==> config.mk <==
export PLATFORM = sky130hd
export DESIGN_NAME = ex_sequencer
export DESIGN_NICKNAME = d
export VERILOG_FILES = /design/src/rtl/ex_sequencer.sv
export SDC_FILE = /design/constraint.sdc
export NUM_CORES = 1
export LEC_CHECK = 0
export CAP_MARGIN = 20
export CORE_UTILIZATION = 40
export CTS_BUF_LIST = sky130_fd_sc_hd__clkbuf_8
export DETAILED_ROUTE_END_ITERATION = 12
export MAX_ROUTING_LAYER = met4
export SYNTH_ARGS = -nofsm -noshare
export SYNTH_HDL_FRONTEND = slang
export SYNTH_SLANG_ARGS = --single-unit
==> constraint.sdc <==
create_clock -name clk_i -period 3.8 [get_ports clk_i]
set_input_delay 0.57 -clock clk_i [delete_from_list [all_inputs] [get_ports clk_i]]
set_output_delay 0.57 -clock clk_i [all_outputs]
set_load 0.02 [all_outputs]
==> src/rtl/ex_sequencer.sv <==
// ex_sequencer: single-cycle ALU ops plus an iterative shift-add multiplier behind a valid/ready handshake
module ex_sequencer #(
    parameter int WIDTH = 32
) (
    input  logic             clk_i,
    input  logic             rst_i,
    input  logic             valid_i,
    output logic             ready_o,
    input  logic [2:0]       ALUCtrl_i,
    input  logic [WIDTH-1:0] data1_i,
    input  logic [WIDTH-1:0] data2_i,
    input  logic             flush_i,
    output logic [WIDTH-1:0] result_o,
    output logic             done_o,
    output logic             stall_o
);
    localparam int CW = $clog2(WIDTH);
    localparam logic [CW-1:0] LAST = CW'(WIDTH - 1);

    typedef enum logic {IDLE, MUL} state_t;

    state_t           state, state_n;
    logic [WIDTH-1:0] acc, mcand, mplier, alu, sum;
    logic [CW-1:0]    cnt;
    logic             accept, is_mul, last;

    always_comb begin
        ready_o = state == IDLE;
        stall_o = state == MUL;
        is_mul  = ALUCtrl_i == 3'b111;
        accept  = valid_i & ready_o & ~flush_i;
        last    = stall_o & (cnt == LAST);
        sum     = acc + (mplier[0] ? mcand : '0);
        alu     = ALUCtrl_i == 3'b010 ? data1_i + data2_i :
                  ALUCtrl_i == 3'b110 ? data1_i - data2_i :
                  ALUCtrl_i == 3'b000 ? data1_i & data2_i :
                  ALUCtrl_i == 3'b001 ? data1_i | data2_i : '0;
        state_n = state;
        if (state == IDLE && accept && is_mul)
            state_n = MUL;
        else if (state == MUL && (flush_i || last))
            state_n = IDLE;
    end

    always_ff @(posedge clk_i)
        state <= rst_i ? IDLE : state_n;

    always_ff @(posedge clk_i) begin
        if (rst_i) begin
            acc      <= '0;
            mcand    <= '0;
            mplier   <= '0;
            cnt      <= '0;
            result_o <= '0;
            done_o   <= 1'b0;
        end else begin
            done_o <= 1'b0;
            if (state == IDLE) begin
                if (accept && is_mul) begin
                    acc    <= '0;
                    mcand  <= data1_i;
                    mplier <= data2_i;
                    cnt    <= '0;
                end else if (accept) begin
                    result_o <= alu;
                    done_o   <= 1'b1;
                end
            end else if (!flush_i) begin
                acc    <= sum;
                mcand  <= mcand << 1;
                mplier <= mplier >> 1;
                cnt    <= cnt + 1'b1;
                if (last) begin
                    result_o <= sum;
                    done_o   <= 1'b1;
                end
            end
        end
    end
endmodule
After elaboration in Yosys (flattened, before gate mapping)
Cells that the tools add are included.
- register bits: 135
- bits of input ports: 71
- output and inout port bits: 35
- logic and storage cells: 66
- add/subtract/negate cells: 4
- eq/ne operators: 8
- mux-type cells: 29
- bitwise gates (word level): 7
- reduce and logical (&&, ||, !) cells: 11
- operators with widths (operator ; number):
    $mux W32 ; 19
    $add A32 B32 Y32 ; 2
    $and A32 B32 Y32 ; 1
    $or A32 B32 Y32 ; 1
    $sub A32 B32 Y32 ; 1
    $mux W5 ; 3
    $mux W1 ; 7
    $eq A3 B3 Y1 const B ; 2
    $reduce_bool A2 Y1 ; 3
    $add A5 B1 Y5 const B ; 1
    $eq A5 B5 Y1 const B ; 1
    $logic_and A1 B1 Y1 ; 4
    $ne A2 B2 Y1 const B ; 2
    $reduce_and A4 Y1 ; 1
    $and A1 B1 Y1 ; 3
    $eq A3 B1 Y1 const B ; 1
    $eq A3 B2 Y1 const B ; 1
    $logic_not A3 Y1 ; 1
    $ne A2 B1 Y1 const B ; 1
    $not A1 Y1 ; 2
    $reduce_and A2 Y1 ; 1
    $logic_or A1 B1 Y1 ; 1

Longest topological paths before layout
Gate-level depths: netlist of the first run.
- depth after elaboration: 8
- depth in mapped cells: 14
- mapped depth without buffers: 13

Least setup slack after synthesis of the first run
Ideal clock, no wire load.
- path type: register -> register
- start point: register mplier[0]
- end point: register result_o[28]
- library setup time: 0.115 ns
- data arrival time: 3.194 ns
- required time: 3.685 ns
- slack: 0.492 ns
- stages on the path, launching flop included: 15
- buffers on the path: 1
- clock period less this slack: 3.308 ns
- cell sequence: dfxtp_1 > clkbuf_1 > and2_1 > ha_1 > fa_1 > a211oi_1 > o211ai_1 > a21oi_1 > o211ai_1 > a31oi_1 > nor3b_1 > o31ai_1 > a21oi_1 > xor2_1 > a2111oi_0
- cells in the longest elaborated chain, start to end: 5
- ends and longest elaborated chain (element ; RTL line ; text):
    from (decl) ; 23 ; logic [WIDTH-1:0] acc, mcand, mplier, alu, sum;
    from (signal assigned) ; 62 ; mplier <= data2_i;
    from (signal assigned) ; 71 ; mplier <= mplier >> 1;
    $mux W32 ; 33 ; sum = acc + (mplier[0] ? mcand : '0);
    $add A32 B32 Y32 ; 33 ;
    $mux W32 ; 73 ; if (last) begin
    $mux W32 ; 68 ; end else if (!flush_i) begin
    $mux W32 ; 58 ; if (state == IDLE) begin
    to (signal assigned) ; 65 ; result_o <= alu;
    to (signal assigned) ; 74 ; result_o <= sum;
    to (decl) ; 13 ; output logic [WIDTH-1:0] result_o,
Every way passes these cells. The select of a mux whose other input is x is not followed.
A chain may end at the register's enable or synchronous reset.

Worst setup path in the final report of the first run
- start point: register mplier[0]
- end point: register result_o[17]
The elaborated chain is that of the path after synthesis.

==> metrics.csv, run 1 <==
stage,metric,value,unit
layout,Layout area overhead,26.55,%
synth,post-synthesis cell area,11910,um2
clocking,clk_lat worst skew,0.52,ns
setup_path,CP required,4.22,ns
clocking,CTS tree,built,
layout,Filler cells,2869,
timing,Final WS setup,0.2045,ns
setup_path,crit path DAT,4.01,ns
setup_path,crit-path max FO,12,
synth,ranking of synthesized cells by area,"dfxtp_1, ha_1, mux2i_1, a21oi_1, nor2_1",
timing,Final Slew Violations,0,
place,Buffers on Ports,105,
synth,ys async rst share,0,%
setup_path,delay of the slowest cell on the worst path,0.45,ns
timing,final setup vio count,0,
place,area post-placement,14590,um2
timing,Max Clock Freq,278.1,MHz
timing,slew margin rel.,52.98,%
clocking,clk sinks,135,
synth,syn_nets,1777,
floorplan,Starting Density,41.04,%
min_path,critical hold path startpoint,result_o[0]$_SDFFE_PP0P_,
route,Routed Antenna Nets,0,
setup_path,Worst R2R Path Depth,13,
setup_path,crit path to,result_o[17]$_SDFFE_PP0P_,
synth,"Avg Cell Area, Syn",7.560,um2
timing,skew final,0.02247,ns
global_routing,initial antenna violation count,0,
synth,"Top FF cell, synth",dfxtp_1,
global_routing,grt ovf,0,
route,drt drc,0,
setup_path,"reg-to-reg slack, setup",0.20,ns
setup_path,Setup CP Type,reg2reg,
synth,Syn Inst Count,1575,
route,vias per cell,5.624,
global_routing,vias in the first global route,11568,
timing,hold_ws,0.4508,ns
global_routing,All-Layer GR Usage,30.58,%
layout,nets,2003,
synth,Synth Register Bits,135,
synth,Synth area leader,dfxtp_1,
clocking,number of buffers created by CTS,17,
floorplan,Die X,174.5,um
timing,Setup TNS,0,ns
global_routing,largest net degree at the start of global routing,84,
route,initial DRC count,1132,
power,Max VDD drop,0.1902,mV
timing,crit path time final,3.595,ns
timing,Worst-Margin Slew,0.7054,ns
clocking,Clock transition at path regs,0.10,ns
place,RePlAce Congestion,0.9815,
power,Pleak,6.260,nW
min_path,Hold Crit Class,reg2reg,
floorplan,site row count,62,
setup_path,cells along the critical path,buf_4 -> and2_1 -> ha_1 -> o21ai_0 -> o21bai_1 -> a21oi_1 -> nor2b_1 -> a41o_1 -> a31oi_1 -> o21ai_1 -> a221oi_1 -> xor2_1 -> a2111oi_2,
clocking,"Hold-fix buffers, CTS",0,
floorplan,Core ar.,29010,um2
place,"worst slack, placed",-0.3053,ns
layout,share of layout cells above drive strength 1,14.94,%
synth,post-synth top area share,22.70,%
setup_path,Crit. path cell count,13,
setup_path,R2R Path End,result_o[17]$_SDFFE_PP0P_,
power,PD cells,279.4,nW/um2
route,final WL,45.08,mm
synth,share of the yosys chip area belonging to registers,22.70,%
timing,Final period util,94.62,%
route,via count,12362,
timing,Final Hold Viols,0,
clocking,CTS Root Cell,clkbuf_8,
setup_path,Critical Path End Type,flip-flop,
route,wire length per cell,20.51,um
setup_path,reg2reg start,mplier[0]$_SDFFE_PP0P_,
synth,Synth cell types,81,
setup_path,startpoint types,flip-flop,
setup_path,"Slowest-stage cell, CP",dfxtp_1,
route,DRT Pass-1 Iters,6,
layout,design area,15070,um2
place,HPWL after detailed placement,35.58,mm
clocking,postcts setup bufs,0,
setup_path,Bufs and invs on worst path,1,
run,Max Cap Violations,0,
setup_path,critical path startpoint,mplier[0]$_SDFFE_PP0P_,
setup_path,critical path's top delay family,compound AO/OA/AOI/OAI gates,
layout,antenna fix cells,0,
power,total power,4.211,mW
floorplan,die height,174.5,um
synth,"EDFF count, synth",0,
timing,RSZ-0062 raised after global routing,no,
global_routing,first-pass GRT wire length,68.71,mm
synth,Yosys Warn Count,0,
clocking,htree depth,4,
floorplan,# IOs,106,
floorplan,die area,30460,um2
clocking,Longest Clk Path Bufs,2,
status,status,finished clean,
==> cell families after synthesis <==
kind of cell / Yosys count / share of synthesized area, %
adders and majority gates: 131 / 13.95
DFF: 135 / 22.70
AOI/OAI and AO/OA: 479 / 26.63
buffers and inverters: 218 / 7.219
and+or+nand+nor: 466 / 17.84
xor gates and xnor gates: 58 / 4.266
muxes: 88 / 7.397
==> final cells by class <==
type | count | area, um2 | area share, %
Timing Repair Buffer | 308 | 2605 | 17.29
Tap cell | 384 | 480.5 | 3.188
Inverter | 117 | 439.2 | 2.914
Multi-Input combinational cell | 1222 | 8403 | 55.76
Clock inverter | 14 | 187.7 | 1.245
Sequential cell | 135 | 2706 | 17.96
Clock buffer | 18 | 247.7 | 1.644
==> state kept, by name, indices dropped and copies added, names as in the netlist <==
signal / count
acc: 32
cnt: 5
mplier: 32
mcand: 32
done_o: 1
stall_o: 1
result_o: 32
==> cells in the mapped netlist, drive strengths merged, types with 16 or more instances <==
master and count:
a211oi 80, nand3 35, o21bai 20, buf 30, xnor2 44, inv 117, mux2i 88, nand2 108
ha 128, clkbuf 71, a21o 16, o21ai 83, nor2 192, o211ai 24, nor3 26, dfxtp 135
and2 33, a21oi 147
==> worst min-delay path by stage <==
stage                     slack, ns  cells after the start                        to
final                          0.45                      2  result_o[0]$_SDFFE_PP0P_
after CTS                      0.46                      2  result_o[0]$_SDFFE_PP0P_
after floorplan                0.44                      2      acc[16]$_SDFFE_PP0P_
after global placement         0.44                      2  result_o[0]$_SDFFE_PP0P_
after global routing           0.48                      2  result_o[1]$_SDFFE_PP0P_
after detailed placement       0.45                      2  result_o[0]$_SDFFE_PP0P_
==> power by group <==
part	switching, mW	total (mW)	internal, mW	leakage (nW)
sequential	0.0315	1.49	1.45	1.10
clock	0.724	1.41	0.684	0.211
combinational	0.735	1.32	0.581	4.95
total	1.49	4.21	2.72	6.26
==> worst register-to-register path: stages, from the launching register on <==
cell,delay (ns)
dfxtp_1,0.45
buf_4,0.22
and2_1,0.15
ha_1,0.29
o21ai_0,0.24
o21bai_1,0.09
a21oi_1,0.22
nor2b_1,0.11
a41o_1,0.28
a31oi_1,0.29
o21ai_1,0.19
a221oi_1,0.40
xor2_1,0.20
a2111oi_2,0.37
==> cells in the final DEF (no fill, tap or decap), types with 9 or more instances in the layout <==
master,instances
xnor2_1,44
a21o_1,16
nor2_1,190
nand2b_1,11
o211ai_1,23
clkbuf_8,18
a211oi_1,79
nand3_1,35
a221oi_1,13
buf_4,201
nor2b_1,9
nand4_1,11
nor3_1,25
and2_1,33
nand2_1,107
xor2_1,14
clkdlybuf4s50_1,103
dfxtp_1,134
inv_1,116
o21bai_1,20
mux2i_1,88
o31ai_1,13
o21ai_0,76
ha_1,127
a21oi_1,145
==> per-layer routing <==
layer / vias to the layer above / part of all wire, % / GRT usage, %
met5: - / 0 / -
met4: 0 / 1.9 / 7.319
met3: 41 / 5.9 / 4.024
met2: 400 / 42 / 43.68
met1: 5856 / 50 / 44.89
li1: 6065 / - / -
==> repair_timing <==
| item | 4_1_cts | 5_1_grt |
|---|---|---|
| endpoints found under the hold margin | 0 | 0 |
| endpoints found under the setup margin | 0 | 8 |
| gates resized for setup | 0 | 9 |
==> through the flow <==
step,instances,util [%]
finish,2198,51.94
global route,2198,51.94
CTS,2198,51.79
detailed placement,2166,50.29
global placement,2166,50.29
floorplan,1575,-
(Power assumes the default switching activity.)
==> run 2, diff against run 1 <==
--- a/config.mk
+++ b/config.mk
@@ -8,7 +8,9 @@
 export CAP_MARGIN = 20
 export CORE_UTILIZATION = 40
 export CTS_BUF_LIST = sky130_fd_sc_hd__clkbuf_8
+export CTS_CLUSTER_DIAMETER = 60
 export DETAILED_ROUTE_END_ITERATION = 12
+export DONT_BUFFER_PORTS = 1
 export MAX_ROUTING_LAYER = met4
 export SYNTH_ARGS = -nofsm -noshare
 export SYNTH_HDL_FRONTEND = slang
==> run 2 against run 1 <==
Critical path depth stayed put. Sequential share of layout area rose by 3.4 points. Core utilization shrank 8.3 points. Count of clock-buffer cells in the layout decreased by 1. Routed wire length decreased by 11%. Non-clock buffer count down 276. Maximum frequency rose by 0.88%. Die area is the same. Via count down 8.6%.
==> metrics.csv, run 2 (synthesis gave the netlist of run 1 again) <==
stage,metric,value,unit
timing,Final period util,93.79,%
clocking,clk_lat worst skew,0.49,ns
clocking,CTS Root Cell,clkbuf_8,
layout,antenna fix cells,0,
global_routing,grt ovf,0,
clocking,number of buffers created by CTS,17,
timing,Worst-Margin Slew,0.8898,ns
timing,Setup TNS,0,ns
min_path,Hold Crit Class,in2reg,
layout,share of layout cells above drive strength 1,5.982,%
timing,Final WS setup,0.2358,ns
layout,multi-input logic area,8373,um2
layout,most frequent cells in the layout,"nor2_1, a21oi_1, dfxtp_1",
place,# placed instances,1888,
power,Max VDD drop,0.1633,mV
timing,RSZ-0062 raised after global routing,no,
clocking,Clock transition at path regs,0.10,ns
setup_path,"reg-to-reg slack, setup",0.24,ns
setup_path,cells along the critical path,and2_1 -> ha_1 -> fa_1 -> a211oi_1 -> o211ai_1 -> a21oi_1 -> o211ai_1 -> a31oi_1 -> nor3b_2 -> o31ai_1 -> a21oi_1 -> xor2_1 -> a2111oi_1,
setup_path,Setup CP Type,reg2reg,
layout,Finished Layout Cells,1922,
run,Max Cap Violations,0,
setup_path,Critical Path End Type,flip-flop,
timing,slew margin rel.,40.46,%
setup_path,critical path's top delay family,compound AO/OA/AOI/OAI gates,
global_routing,initial antenna violation count,1,
layout,Seq. cell area,2706,um2
timing,final setup vio count,0,
layout,Layout area overhead,6.305,%
route,final WL,40.34,mm
route,via count,11296,
timing,Max Clock Freq,280.6,MHz
setup_path,crit-path max FO,3,
floorplan,site row count,62,
floorplan,# IOs,106,
min_path,WHS Path Cells,1,
route,initial DRC count,999,
setup_path,startpoint types,flip-flop,
floorplan,die height,174.5,um
clocking,"Hold-fix buffers, CTS",0,
layout,"commonest non-fill, non-tap cell in the layout",nor2_1,
clocking,CTS tree,built,
place,RePlAce Congestion,0.9494,
setup_path,"Slowest-stage cell, CP",fa_1,
global_routing,first-pass GRT wire length,62.38,mm
floorplan,die area,30460,um2
timing,Final Hold Viols,0,
global_routing,All-Layer GR Usage,27.33,%
setup_path,CP required,4.18,ns
floorplan,Core ar.,29010,um2
clocking,htree depth,4,
setup_path,R2R Path End,result_o[28]$_SDFFE_PP0P_,
timing,Final Slew Violations,0,
clocking,clk sinks,135,
clocking,Longest Clk Path Bufs,2,
global_routing,largest net degree at the start of global routing,135,
floorplan,Starting Density,41.04,%
route,drt drc,0,
power,PD cells,287.6,nW/um2
timing,skew final,0.01712,ns
route,vias per cell,5.877,
route,wire length per cell,20.99,um
layout,nets,1727,
power,Pleak,4.998,nW
route,DRT Pass-1 Iters,5,
status,status,finished clean,
min_path,critical hold path startpoint,rst_i,
global_routing,vias in the first global route,10687,
setup_path,Bufs and invs on worst path,0,
place,Buffers on Ports,0,
timing,crit path time final,3.564,ns
layout,Filler cells,3028,
setup_path,delay of the slowest cell on the worst path,0.47,ns
place,HPWL after detailed placement,30.68,mm
setup_path,crit path DAT,3.94,ns
setup_path,Worst R2R Path Depth,13,
route,Routed Antenna Nets,0,
floorplan,Die X,174.5,um
min_path,Hold EP,mplier[27]$_SDFFE_PP0P_,
setup_path,reg2reg start,mcand[0]$_SDFFE_PP0P_,
place,"worst slack, placed",0.1462,ns
-- run 2: cell count changes in the layout (fill, tap and decap cells not counted), sizes merged --
cell,delta
buf,-173
clkdlybuf4s50,-103
bufinv,-2
inv,+2
clkbuf,-1
clkinv,+1
-- run 2: per-layer routing --
metal	wire length, um	vias to the layer above	track usage (%)
met5	0	-	-
met4	817	0	7.319
met3	2749	44	4.724
met2	17760	362	41.25
met1	19010	5365	37.33
li1	-	5525	-
-- run 2: report_power, final --
group	internal, mW	switching [mW]	leakage, nW
Clock	0.544	0.715	0.193
Sequential	1.45	0.0613	1.10
Combinational	0.330	0.536	3.71
Total	2.33	1.31	5.00
-- run 2: worst max-delay path by stage --
| stage | from | to | slack (ns) | cells after the start |
|---|---|---|---|---|
| after detailed placement | data2_i[2] | result_o[25]$_SDFFE_PP0P_ | 0.15 | 12 |
| after global routing | mplier[0]$_SDFFE_PP0P_ | result_o[31]$_SDFFE_PP0P_ | 0.02 | 14 |
| after global placement | data2_i[2] | result_o[25]$_SDFFE_PP0P_ | 0.21 | 12 |
| final | mcand[0]$_SDFFE_PP0P_ | result_o[28]$_SDFFE_PP0P_ | 0.24 | 13 |
| after floorplan | mplier[0]$_SDFFE_PP0P_ | result_o[28]$_SDFFE_PP0P_ | 0.49 | 14 |
| after CTS | mcand[0]$_SDFFE_PP0P_ | result_o[28]$_SDFFE_PP0P_ | 0.15 | 13 |
-- run 2: timing repair --
action                     4_1_cts  5_1_grt
setup endpoints to repair        0        2
buffers inserted                 0        2
gates resized for setup          0        3
-- run 2: through the flow --
stage | utilization, % | area [um2] | hold slack [ns] | power, mW
6_report | 43.63 | 12660 | 0.1452 | 3.641
5_1_grt | 43.63 | 12660 | 0.1059 | 3.814
4_1_cts | 43.54 | 12630 | 0.1144 | 3.651
3_5_place_dp | 42.18 | 12240 | 0.4470 | 2.398
3_3_place_gp | 42.18 | 12240 | 0.4365 | 2.398
2_1_floorplan | - | 11910 | 0.4362 | 2.201
-- run 2: final cells by class --
cell class,count,area share (%)
multi-input cells,1222,66.15
flip-flops and latches,135,21.38
well taps,384,3.796
inverters,117,3.469
repair buffers,32,2.095
clock buffers,17,1.848
clock inverters,15,1.265
==> run 3, diff against run 2 <==
--- a/config.mk
+++ b/config.mk
@@ -11,7 +11,9 @@
 export CTS_CLUSTER_DIAMETER = 60
 export DETAILED_ROUTE_END_ITERATION = 12
 export DONT_BUFFER_PORTS = 1
+export HOLD_SLACK_MARGIN = 0.05
 export MAX_ROUTING_LAYER = met4
+export SLEW_MARGIN = 20
 export SYNTH_ARGS = -nofsm -noshare
 export SYNTH_HDL_FRONTEND = slang
 export SYNTH_SLANG_ARGS = --single-unit
==> results of run 3 <==
Same layout as run 2: the final DEF is identical, and so are final timing and power.
